**src/rtl/jtag_drv_pkg.sv**
```systemverilog
// Shared encodings for the on-chip JTAG master: command ops, FSM states and TMS preambles.
// Optional build macro used by the driver: JTAG_DRV_COMPARE_EN (TDO compare against expected/mask).
package jtag_drv_pkg;

    typedef enum logic [1:0] {
        OP_RESET    = 2'b00,
        OP_SHIFT_IR = 2'b01,
        OP_SHIFT_DR = 2'b10,
        OP_IDLE     = 2'b11
    } jtag_op_e;

    typedef enum logic [1:0] {
        ST_INIT,
        ST_IDLE_RDY,
        ST_RUN,
        ST_RSP
    } drv_state_e;

    localparam int         TLR_TCKS = 5;
    // TMS preambles/postamble, LSB goes out first
    localparam logic [3:0] IR_PRE   = 4'b0011;
    localparam logic [2:0] DR_PRE   = 3'b001;
    localparam logic [1:0] POST     = 2'b01;

    function automatic logic is_shift(jtag_op_e op);
        return (op == OP_SHIFT_IR) || (op == OP_SHIFT_DR);
    endfunction

endpackage

```
**src/rtl/jtag_tck_gen.sv**
```systemverilog
// TCLK divider: TCK_DIV CK cycles low then TCK_DIV high while enabled; idles low otherwise.
// Strobes: fall = first low cycle, samp = last low cycle, end = last high cycle.
module jtag_tck_gen #(
    parameter int TCK_DIV = 1
) (
    input  logic clk_i,
    input  logic rst_ni,
    input  logic en_i,
    output logic tck_o,
    output logic fall_stb_o,
    output logic samp_stb_o,
    output logic end_stb_o
);

    localparam int CW = (TCK_DIV > 1) ? $clog2(TCK_DIV) : 1;

    logic          phase_q;
    logic [CW-1:0] cnt_q;
    logic          last_q;

    assign last_q = (cnt_q == CW'(TCK_DIV - 1));

    always_ff @(posedge clk_i or negedge rst_ni) begin
        if (!rst_ni) begin
            phase_q <= 1'b0;
            cnt_q   <= '0;
        end else if (!en_i) begin
            phase_q <= 1'b0;
            cnt_q   <= '0;
        end else if (last_q) begin
            phase_q <= ~phase_q;
            cnt_q   <= '0;
        end else begin
            cnt_q   <= cnt_q + CW'(1);
        end
    end

    assign tck_o      = phase_q;
    assign fall_stb_o = en_i && !phase_q && (cnt_q == '0);
    assign samp_stb_o = en_i && !phase_q && last_q;
    assign end_stb_o  = en_i &&  phase_q && last_q;

endmodule

```
**src/rtl/jtag_tap_driver.sv**
```systemverilog
// On-chip JTAG master: turns RESET/SHIFT_IR/SHIFT_DR/IDLE commands into TCLK/TMS/TDI and captures TDO.
// Define JTAG_DRV_COMPARE_EN to add masked compare of captured TDO against cmd_exp (rsp_fail).
module jtag_tap_driver
    import jtag_drv_pkg::*;
#(
    parameter int MAX_LEN = 64,
    parameter int LEN_W   = 7,
    parameter int TCK_DIV = 1
) (
    input  logic               CK,
    input  logic               TRST,
    input  logic               cmd_valid,
    output logic               cmd_ready,
    input  logic [1:0]         cmd_op,
    input  logic [LEN_W-1:0]   cmd_len,
    input  logic [MAX_LEN-1:0] cmd_data,
    input  logic [MAX_LEN-1:0] cmd_exp,
    input  logic [MAX_LEN-1:0] cmd_mask,
    output logic               rsp_valid,
    input  logic               rsp_ready,
    output logic [MAX_LEN-1:0] rsp_data,
    output logic               rsp_fail,
    output logic               tck_o,
    output logic               tms_o,
    output logic               tdi_o,
    input  logic               tdo_i
);

    localparam int IW = LEN_W + 1;
    localparam int BW = (MAX_LEN > 1) ? $clog2(MAX_LEN) : 1;

    drv_state_e         state_q;
    jtag_op_e           op_q;
    logic [LEN_W-1:0]   len_q;
    logic [MAX_LEN-1:0] data_q;
    logic [MAX_LEN-1:0] cap_q;
    logic [IW-1:0]      idx_q;
    logic [IW-1:0]      total_q;
    logic               tms_q, tdi_q, shift_q;
    logic [BW-1:0]      bit_q;
    logic               cmd_ready_q, rsp_valid_q, rsp_fail_q;
    logic [MAX_LEN-1:0] rsp_data_q;

    logic gen_en, fall_stb, samp_stb, end_stb;

    assign gen_en = (state_q == ST_INIT) || (state_q == ST_RUN);

    jtag_tck_gen #(.TCK_DIV(TCK_DIV)) u_tck (
        .clk_i      (CK),
        .rst_ni     (TRST),
        .en_i       (gen_en),
        .tck_o      (tck_o),
        .fall_stb_o (fall_stb),
        .samp_stb_o (samp_stb),
        .end_stb_o  (end_stb)
    );

    // The sequencer evaluates TCLK k of either the incoming command (on handshake,
    // k=0) or the latched one (at the end of each TCLK, k = TCLKs started so far).
    logic               hs;
    logic [LEN_W-1:0]   len_c;
    jtag_op_e           ev_op;
    logic [LEN_W-1:0]   ev_len;
    logic [MAX_LEN-1:0] ev_data;
    logic [IW-1:0]      ev_k;

    assign hs      = (state_q == ST_IDLE_RDY) && cmd_valid;
    assign len_c   = (cmd_len > LEN_W'(MAX_LEN)) ? LEN_W'(MAX_LEN) : cmd_len;
    assign ev_op   = hs ? jtag_op_e'(cmd_op) : op_q;
    assign ev_len  = hs ? len_c : len_q;
    assign ev_data = hs ? cmd_data : data_q;
    assign ev_k    = hs ? '0 : idx_q;

    logic [IW-1:0] pre_n, shift_end, nx_total;
    logic [3:0]    pre_pat;
    logic          nx_tms, nx_tdi, nx_shift;
    logic [BW-1:0] nx_bit;

    always_comb begin
        pre_n     = (ev_op == OP_SHIFT_IR) ? IW'(4) : IW'(3);
        pre_pat   = (ev_op == OP_SHIFT_IR) ? IR_PRE : {1'b0, DR_PRE};
        shift_end = pre_n + IW'(ev_len);
        nx_tms    = 1'b0;
        nx_tdi    = 1'b0;
        nx_shift  = 1'b0;
        nx_bit    = '0;
        nx_total  = '0;
        unique case (ev_op)
            OP_RESET: begin
                nx_tms   = (ev_k < IW'(TLR_TCKS));
                nx_total = IW'(TLR_TCKS + 1);
            end
            OP_IDLE: nx_total = IW'(ev_len);
            default: begin
                nx_total = (ev_len == '0) ? '0 : shift_end + IW'(2);
                if (ev_k < pre_n) begin
                    nx_tms = pre_pat[ev_k[1:0]];
                end else if (ev_k < shift_end) begin
                    nx_shift = 1'b1;
                    nx_bit   = BW'(ev_k - pre_n);
                    nx_tdi   = ev_data[nx_bit];
                    nx_tms   = (ev_k == shift_end - IW'(1));
                end else begin
                    // postamble offset is 0 or 1, so its LSB is the xor of the LSBs
                    nx_tms = POST[ev_k[0] ^ shift_end[0]];
                end
            end
        endcase
    end

    logic cmp_fail;

`ifdef JTAG_DRV_COMPARE_EN
    logic [MAX_LEN-1:0] exp_q, mask_q, lenmask;

    assign lenmask  = (len_q >= LEN_W'(MAX_LEN)) ? '1
                    : ((MAX_LEN'(1) << len_q) - MAX_LEN'(1));
    assign cmp_fail = is_shift(op_q) && (|((cap_q ^ exp_q) & mask_q & lenmask));

    always_ff @(posedge CK or negedge TRST) begin
        if (!TRST) begin
            exp_q  <= '0;
            mask_q <= '0;
        end else if (hs) begin
            exp_q  <= cmd_exp;
            mask_q <= cmd_mask;
        end
    end
`else
    logic unused_cmp;
    assign unused_cmp = ^{cmd_exp, cmd_mask};
    assign cmp_fail   = 1'b0;
`endif

    always_ff @(posedge CK or negedge TRST) begin
        if (!TRST) begin
            state_q     <= ST_INIT;
            op_q        <= OP_RESET;
            len_q       <= '0;
            data_q      <= '0;
            cap_q       <= '0;
            idx_q       <= '0;
            total_q     <= IW'(TLR_TCKS + 1);
            tms_q       <= 1'b1;
            tdi_q       <= 1'b0;
            shift_q     <= 1'b0;
            bit_q       <= '0;
            cmd_ready_q <= 1'b0;
            rsp_valid_q <= 1'b0;
            rsp_data_q  <= '0;
            rsp_fail_q  <= 1'b0;
        end else begin
            if (samp_stb && shift_q) cap_q[bit_q] <= tdo_i;
            if (fall_stb) idx_q <= idx_q + IW'(1);
            unique case (state_q)
                ST_INIT, ST_RUN: begin
                    if (end_stb) begin
                        if (idx_q == total_q) begin
                            tms_q   <= 1'b0;
                            tdi_q   <= 1'b0;
                            shift_q <= 1'b0;
                            if (state_q == ST_INIT) begin
                                state_q     <= ST_IDLE_RDY;
                                cmd_ready_q <= 1'b1;
                            end else begin
                                state_q     <= ST_RSP;
                                rsp_valid_q <= 1'b1;
                                rsp_data_q  <= cap_q;
                                rsp_fail_q  <= cmp_fail;
                            end
                        end else begin
                            tms_q   <= nx_tms;
                            tdi_q   <= nx_tdi;
                            shift_q <= nx_shift;
                            bit_q   <= nx_bit;
                        end
                    end
                end
                ST_IDLE_RDY: begin
                    if (cmd_valid) begin
                        cmd_ready_q <= 1'b0;
                        op_q        <= jtag_op_e'(cmd_op);
                        len_q       <= len_c;
                        data_q      <= cmd_data;
                        idx_q       <= '0;
                        cap_q       <= '0;
                        total_q     <= nx_total;
                        if (nx_total == '0) begin
                            // zero-length shift or idle: answer without touching the TAP
                            state_q     <= ST_RSP;
                            rsp_valid_q <= 1'b1;
                            rsp_data_q  <= '0;
                            rsp_fail_q  <= 1'b0;
                        end else begin
                            state_q <= ST_RUN;
                            tms_q   <= nx_tms;
                            tdi_q   <= nx_tdi;
                            shift_q <= nx_shift;
                            bit_q   <= nx_bit;
                        end
                    end
                end
                ST_RSP: begin
                    if (rsp_ready) begin
                        state_q     <= ST_IDLE_RDY;
                        rsp_valid_q <= 1'b0;
                        cmd_ready_q <= 1'b1;
                    end
                end
                default: state_q <= ST_INIT;
            endcase
        end
    end

    assign cmd_ready = cmd_ready_q;
    assign rsp_valid = rsp_valid_q;
    assign rsp_data  = rsp_data_q;
    assign rsp_fail  = rsp_fail_q;
    assign tms_o     = tms_q;
    assign tdi_o     = tdi_q;

endmodule
```
**config.mk**
```make
export PLATFORM = sky130hd
export DESIGN_NAME = jtag_tap_driver
export DESIGN_NICKNAME = d
export VERILOG_FILES = /design/src/rtl/jtag_drv_pkg.sv /design/src/rtl/jtag_tck_gen.sv /design/src/rtl/jtag_tap_driver.sv
export SDC_FILE = /design/constraint.sdc
export NUM_CORES = 1
export LEC_CHECK = 0
export ABC_AREA = 1
export CAP_MARGIN = 0
export CORE_MARGIN = 3
export CORE_UTILIZATION = 44
export DETAILED_ROUTE_END_ITERATION = 7
export GPL_TIMING_DRIVEN = 1
export PLACE_DENSITY = 0.8
export REMOVE_ABC_BUFFERS = 1
export SYNTH_ARGS = -nofsm -noshare
export SYNTH_HDL_FRONTEND = slang
export SYNTH_SLANG_ARGS = --single-unit
```
**constraint.sdc**
```tcl
create_clock -name CK -period 13.5 [get_ports CK]
set_input_delay 3.375 -clock CK [delete_from_list [all_inputs] [get_ports CK]]
set_output_delay 3.375 -clock CK [all_outputs]
set_load 0.005 [all_outputs]
```
# == Word-level counts from Yosys, hierarchy flattened ==
# Cells that the tools add are included.
# totals
regBits,233
in_bits,206
# classes
n_addsub,6
order_cmp,9
n_eq_ne,17
muxes,92
bitwise_logic,3
reduce_logical,23
# ops
operator,count
2-to-1 mux 64 bit,9
case mux 64 bit (2 select lines),1
bitwise mux 64 bit,1
2-to-1 mux 1 bit,46
2-to-1 mux 6 bit,7
2-to-1 mux 8 bit,5
!= test 2 bit (second input constant),9
equality test 8 bit,2
case mux 8 bit (2 select lines),1
< comparator 6 x 7 -> 1 bit (second input constant),2
2-to-1 mux 2 bit,7
2-to-1 mux 7 bit,2
case mux 6 bit (2 select lines),1
AND reduction 6 bit,2
case mux 1 bit (2 select lines),5
AND reduction 5 bit,2
adder 3 x 7 -> 8 bit,1
adder 8 x 1 -> 8 bit (second input constant),1
adder 8 x 2 -> 8 bit (second input constant),1
zero test 8 bit,1
< comparator 8 x 3 -> 1 bit,1
< comparator 8 x 3 -> 1 bit (second input constant),1
< comparator 8 bit,1
AND reduction 4 bit,2
other kinds (26),39

# == Logic depth before layout (Yosys ltp) ==
# logic_depth
ltp_word,15
depth_mapped,33
mapped_depth_nobuf,31

# == By module ==
# A second synthesis with hierarchy kept.
# unflattened
hier_cells,1596
hier_area_um2,12225.5
# by_module_without_submodules
module,instances,cells_each,area_each_um2,seq_area_each_um2
jtag_tap_driver,1,1590,12175.4,5759.3
jtag_tck_gen,1,6,50.0,25.0

# == Worst setup path before layout ==
# No wires, ideal clock.
# synth_path
path_kind,input port to flip-flop
startpoint,input port cmd_valid
endpoint,"register rsp_data_q[13], in the netlist rsp_data[13]"
t_arrival_ns,7.095
t_required_ns,13.383
slack_ns,6.288
path_stages,27
path_cell_list,nand2_2 > inv_2 > clkbuf_1 > clkbuf_1 > or2_2 > o21ai_0 > inv_1 > ha_1 > inv_1 > ha_1 > fa_1 > nand2_1 > and2_1 > inv_1 > ha_1 > xnor2_1 > o21ai_1 > nor2_1 > nand2_1 > nor2_1 > nand2_1 > nand2_1 > nand3_2 > buf_6 > buf_4 > nand2_1 > o21ai_2
# synth_via
elab_chain_cells,11
# synth_lines
item,line_no,text
"start, declared",jtag_tap_driver.sv:12,"input logic cmd_valid,"
logical AND 1 bit,jtag_tap_driver.sv:67,assign hs = (state_q == ST_IDLE_RDY) && cmd_valid;
2-to-1 mux 2 bit,jtag_tap_driver.sv:69,assign ev_op = hs ? jtag_op_e'(cmd_op) : op_q;
equality test 2 x 1 -> 1 bit,jtag_tap_driver.sv:80,pre_n = (ev_op == OP_SHIFT_IR) ? IW'(4) : IW'(3);
2-to-1 mux 3 bit,jtag_tap_driver.sv:80,
adder 3 x 7 -> 8 bit,jtag_tap_driver.sv:82,shift_end = pre_n + IW'(ev_len);
adder 8 x 2 -> 8 bit,jtag_tap_driver.sv:95,nx_total = (ev_len == '0) ? '0 : shift_end + IW'(2);
2-to-1 mux 8 bit,jtag_tap_driver.sv:95,
case mux 8 bit (2 select lines),jtag_tap_driver.sv:88,unique case (ev_op)
zero test 8 bit,jtag_tap_driver.sv:188,if (nx_total == '0) begin
!= test 2 x 1 -> 1 bit (no source line),n/a,
AND reduction 6 bit (no source line) (*),n/a,
"end signal, assigned",jtag_tap_driver.sv:168,rsp_data_q <= cap_q;
"end, declared",jtag_tap_driver.sv:42,logic [MAX_LEN-1:0] rsp_data_q;
# Every way passes the cells marked *; elsewhere a longest branch is shown, timed or not.
# A chain may end at the register's enable or synchronous reset.

# == Worst setup path in the final report ==
# layout_path
startpoint,input port cmd_valid
endpoint,"register rsp_data_q[17], in the netlist rsp_data[17]"
# Same word-level chain as after synthesis.

==> impl_results.md <==
- Worst-Skew Late Latency: 0.54 ns
- Required time of the critical path: 13.90 ns
- Number of CTS-inserted buffers: 25
- Total gr overflow: 0
- Final worst path period share: 0.674
- Initial drt markers: 809
- Placer Congestion: 0.861
- Via count: 10,100
- Ant diodes: 0
- Post-synth EDFFs: 0
- Slew Limit Fails: 0
- Setup tns final: 0 ns
- Initial Util: 0.448
- First-pass GRT wire length: 48.9 mm
- Hold WS: 0.474 ns
- Net Switching: 0.317 mW
- Avg WL per Cell: 15.9 µm
- Mapped Cells: 1,396
- # fillers: 2,382
- Worst r2r src: state_q[1]$_DFFE_PN0P_
- Setup Fix Bufs, Post-CTS: 0
- Cell variety after synth: 43
- Final hold vios: 0
- DRC Markers: 0
- CP Capture Type: flop
- Hold-fix buffers, CTS: 0
- Initial antenna violation count: 0
- Worst Path Arrival: 9.50 ns
- CP max stage delay: 0.75 ns
- Clk pin slew, worst setup/hold paths: 0.06 ns
- GR Util All Layers: 0.203
- Slew headroom: 0.215
- Clock Tree Buf Depth: 3
- Crit path launch type: primary input
- Pwr Density: 103 mW/mm²
- LEAKAGE: 6.96 nW
- Area growth syn-to-layout: 21.2%
- Die width: 169 µm
- Initial DRT Pass Iterations: 5
- Via density: 5.44
- Row cnt: 59
- Clock sinks: 231
- Worst path bufs/invs: 6
- Crit Path Category: in -> reg
- Share of layout cells above drive strength 1: 0.0981
- Hold Crit Class: reg -> reg
- Sequential share of power: 0.473
- Async S/R FF share, synth: 1.00
- Largest net degree at the start of global routing: 92
- Max Freq: 0.110 GHz
- Crit path max-delay family: simple AND/OR/NAND/NOR gates
- Area share of the largest cell type after synthesis: 0.487
- Slowest-stage cell, CP: nand3_4
- Crit Reg-Reg Endpoint: rsp_data[17]$_DFFE_PN0P_
- IO buf count: 146
- Top_reg_cell synth: dfrtp_1
- Flop-to-flop setup slack: 6.89 ns
- Synth Register Bits: 231
- VDD IR max: 0.0726 mV
- CTS tree: built
- Die area: 0.0286 mm²
- Register area share after synthesis: 0.494
- Slew @ Worst Pin: 1.17 ns
- Maximum fanout along the worst path: 87
- Final number of setup-violating endpoints: 0
- Clk Tree Root Cell: clkbuf_16
- Worst reg-to-reg path cell count: 28
- Mean area per synthesized cell: 8.39 µm²
- Most frequent CP cell: nand2_1
- Hold path cells: 2
- Synthesized area: 0.0117 mm²
- Core area: 0.0261 mm²
- Clock power frac: 0.498
- Synth area leaders: dfrtp_1 (49%), nand2_1 (16%), a311oi_1 (4.8%)
- Nets@finish: 1,733
- Synth area leader: dfrtp_1
- Minimum clock period: 9.10 ns
- Max-Cap Viols: 0
- Hold Crit Endpoint: data_q[62]$_DFFE_PN0N_
- Sw Share: 0.217
- Ports: 276
- PostCTS Resize Cnt: 0
- Clock Skew: 0.0238 ns
- Gate power share: 0.028
- Final antenna-violating net count: 0
- WL final: 29.4 mm
- Synth warn: 0
- Die Ht: 169 µm
- Hold path startpoint: data_q[62]$_DFFE_PN0N_
- CTS H-tree depth: 1
- Internal power: 1.15 mW
- Unrepaired setup endpoints after global routing: false
- Outcome: completed
- HPWL Detailed: 19.4 mm
- Vias in the first global route: 9,662
==> registers in the layout, summed over array words and instances, names as in the netlist <==
register,cells
cmd_ready,1
rsp_valid,1
op_q,2
u_tck.tck_o,1
rsp_data,64
len_q,7
state_q,2
tms_o,1
bit_q,6
idx_q,8
total_q,8
data_q,64
shift_q,1
cap_q,64
tdi_o,1
==> worst max-delay path by stage <==
stage / to / slack [ns] / cells past startpoint / start
after floorplan: rsp_data[0]$_DFFE_PN0P_ / 2.99 / 23 / cmd_valid
after global placement: rsp_data[25]$_DFFE_PN0P_ / 3.94 / 26 / cmd_valid
after detailed placement: rsp_data[18]$_DFFE_PN0P_ / 3.90 / 27 / cmd_valid
after CTS: rsp_data[25]$_DFFE_PN0P_ / 4.37 / 26 / cmd_valid
after global routing: rsp_data[55]$_DFFE_PN0P_ / 3.73 / 26 / cmd_valid
final: rsp_data[17]$_DFFE_PN0P_ / 4.40 / 26 / cmd_valid
==> placed cells by master, fill, tap and decap left out, types with 7 or more instances in the layout <==
cell type,netlist,final
o21ai_0,27,27
a221o_1,7,7
buf_4,2,10
inv_1,86,85
a21oi_1,100,100
clkbuf_16,0,25
nor3_2,0,8
nand2_1,487,487
a32o_1,7,7
o21ai_2,60,60
or2_2,8,8
nand4_1,10,10
nand3_1,52,52
dfrtp_1,228,228
ha_1,25,25
a311oi_1,64,64
nor3_1,15,7
clkdlybuf4s50_1,0,145
o211ai_1,10,10
nor2_1,77,77
==> cells in the mapped netlist (2+ instances only) <==
| cell | number |
|---|---|
| o21ai_1 | 5 |
| xor2_1 | 6 |
| a21oi_1 | 100 |
| nand3_2 | 2 |
| dfstp_2 | 3 |
| clkbuf_1 | 62 |
| nor2_2 | 3 |
| nand2_1 | 487 |
| o211ai_1 | 10 |
| nand3b_1 | 3 |
| buf_4 | 2 |
| nor2_1 | 77 |
| dfrtp_1 | 228 |
| xnor2_1 | 3 |
| ha_1 | 25 |
| o21ai_2 | 60 |
| fa_1 | 2 |
| a31oi_1 | 4 |
| a311oi_1 | 64 |
| o21ai_0 | 27 |
| a211oi_1 | 2 |
| or2_2 | 8 |
| nand3_1 | 52 |
| nand4_1 | 10 |
| inv_2 | 4 |
| a32o_1 | 7 |
| nor4_1 | 2 |
| nand2_2 | 5 |
| buf_6 | 14 |
| inv_1 | 86 |
| nor3_1 | 15 |
| a221o_1 | 7 |
==> area by class of cell <==
cell class / instances / area, µm² / share of cell area
multi-input cells: 995 / 5220 / 0.368
repair buffers: 156 / 1540 / 0.109
flip-flops and latches: 231 / 5780 / 0.408
clock buffers: 30 / 664 / 0.0468
clock inverters: 16 / 214 / 0.0151
well taps: 335 / 419 / 0.0295
inverters: 91 / 344 / 0.0243
==> tightest hold or removal path, cell delays in order, from the launching register on <==
cell and delay, ns:
dfrtp_1 0.32, nand2_1 0.05, nand2_1 0.07
==> logic make-up after synthesis <==
logic type | count (synthesis) | share of synthesized area
and+or+nand+nor | 667 | 0.230
AOI/OAI and AO/OA | 291 | 0.175
DFF | 231 | 0.494
adders and majority gates | 27 | 0.0301
xor gates and xnor gates | 9 | 0.00673
other | 1 | 0.000320
buffers and inverters | 170 | 0.0642
==> through the flow <==
| stage | setup WS, ns | instance area [µm²] | power [mW] | cells | util |
|---|---|---|---|---|---|
| 4_1_cts | 4.37 | 14200 | 1.48 | 1854 | 0.543 |
| 6_report | 4.40 | 14200 | 1.46 | 1854 | 0.543 |
| 3_5_place_dp | 3.90 | 13300 | 0.748 | 1808 | 0.509 |
| 5_1_grt | 3.73 | 14200 | 1.51 | 1854 | 0.543 |
| 2_1_floorplan | 2.99 | 11300 | 0.708 | 1317 | - |
| 3_3_place_gp | 3.94 | 13300 | 0.747 | 1808 | 0.509 |
==> per-layer routing <==
layer  GRT usage  routed length (µm)  up-vias  part of all wire
met5           0                   0        -                 0
li1            -                   -     4883                 -
met1       0.292               13200     4811              0.45
met3      0.0228                1710       50             0.058
met4      0.0533                 687        0             0.023
met2       0.330               13800      349              0.47
==> power by group through the flow <==
stage / combinational (mW) / sequential, mW / clock, mW
after detailed placement: 0.0426 / 0.705 / 0
after global placement: 0.0424 / 0.705 / 0
after CTS: 0.0427 / 0.692 / 0.741
after global routing: 0.0459 / 0.692 / 0.770
after floorplan: 0.00286 / 0.705 / 0
final: 0.0416 / 0.692 / 0.728
No activity file was read; power rests on OpenSTA's default activity.
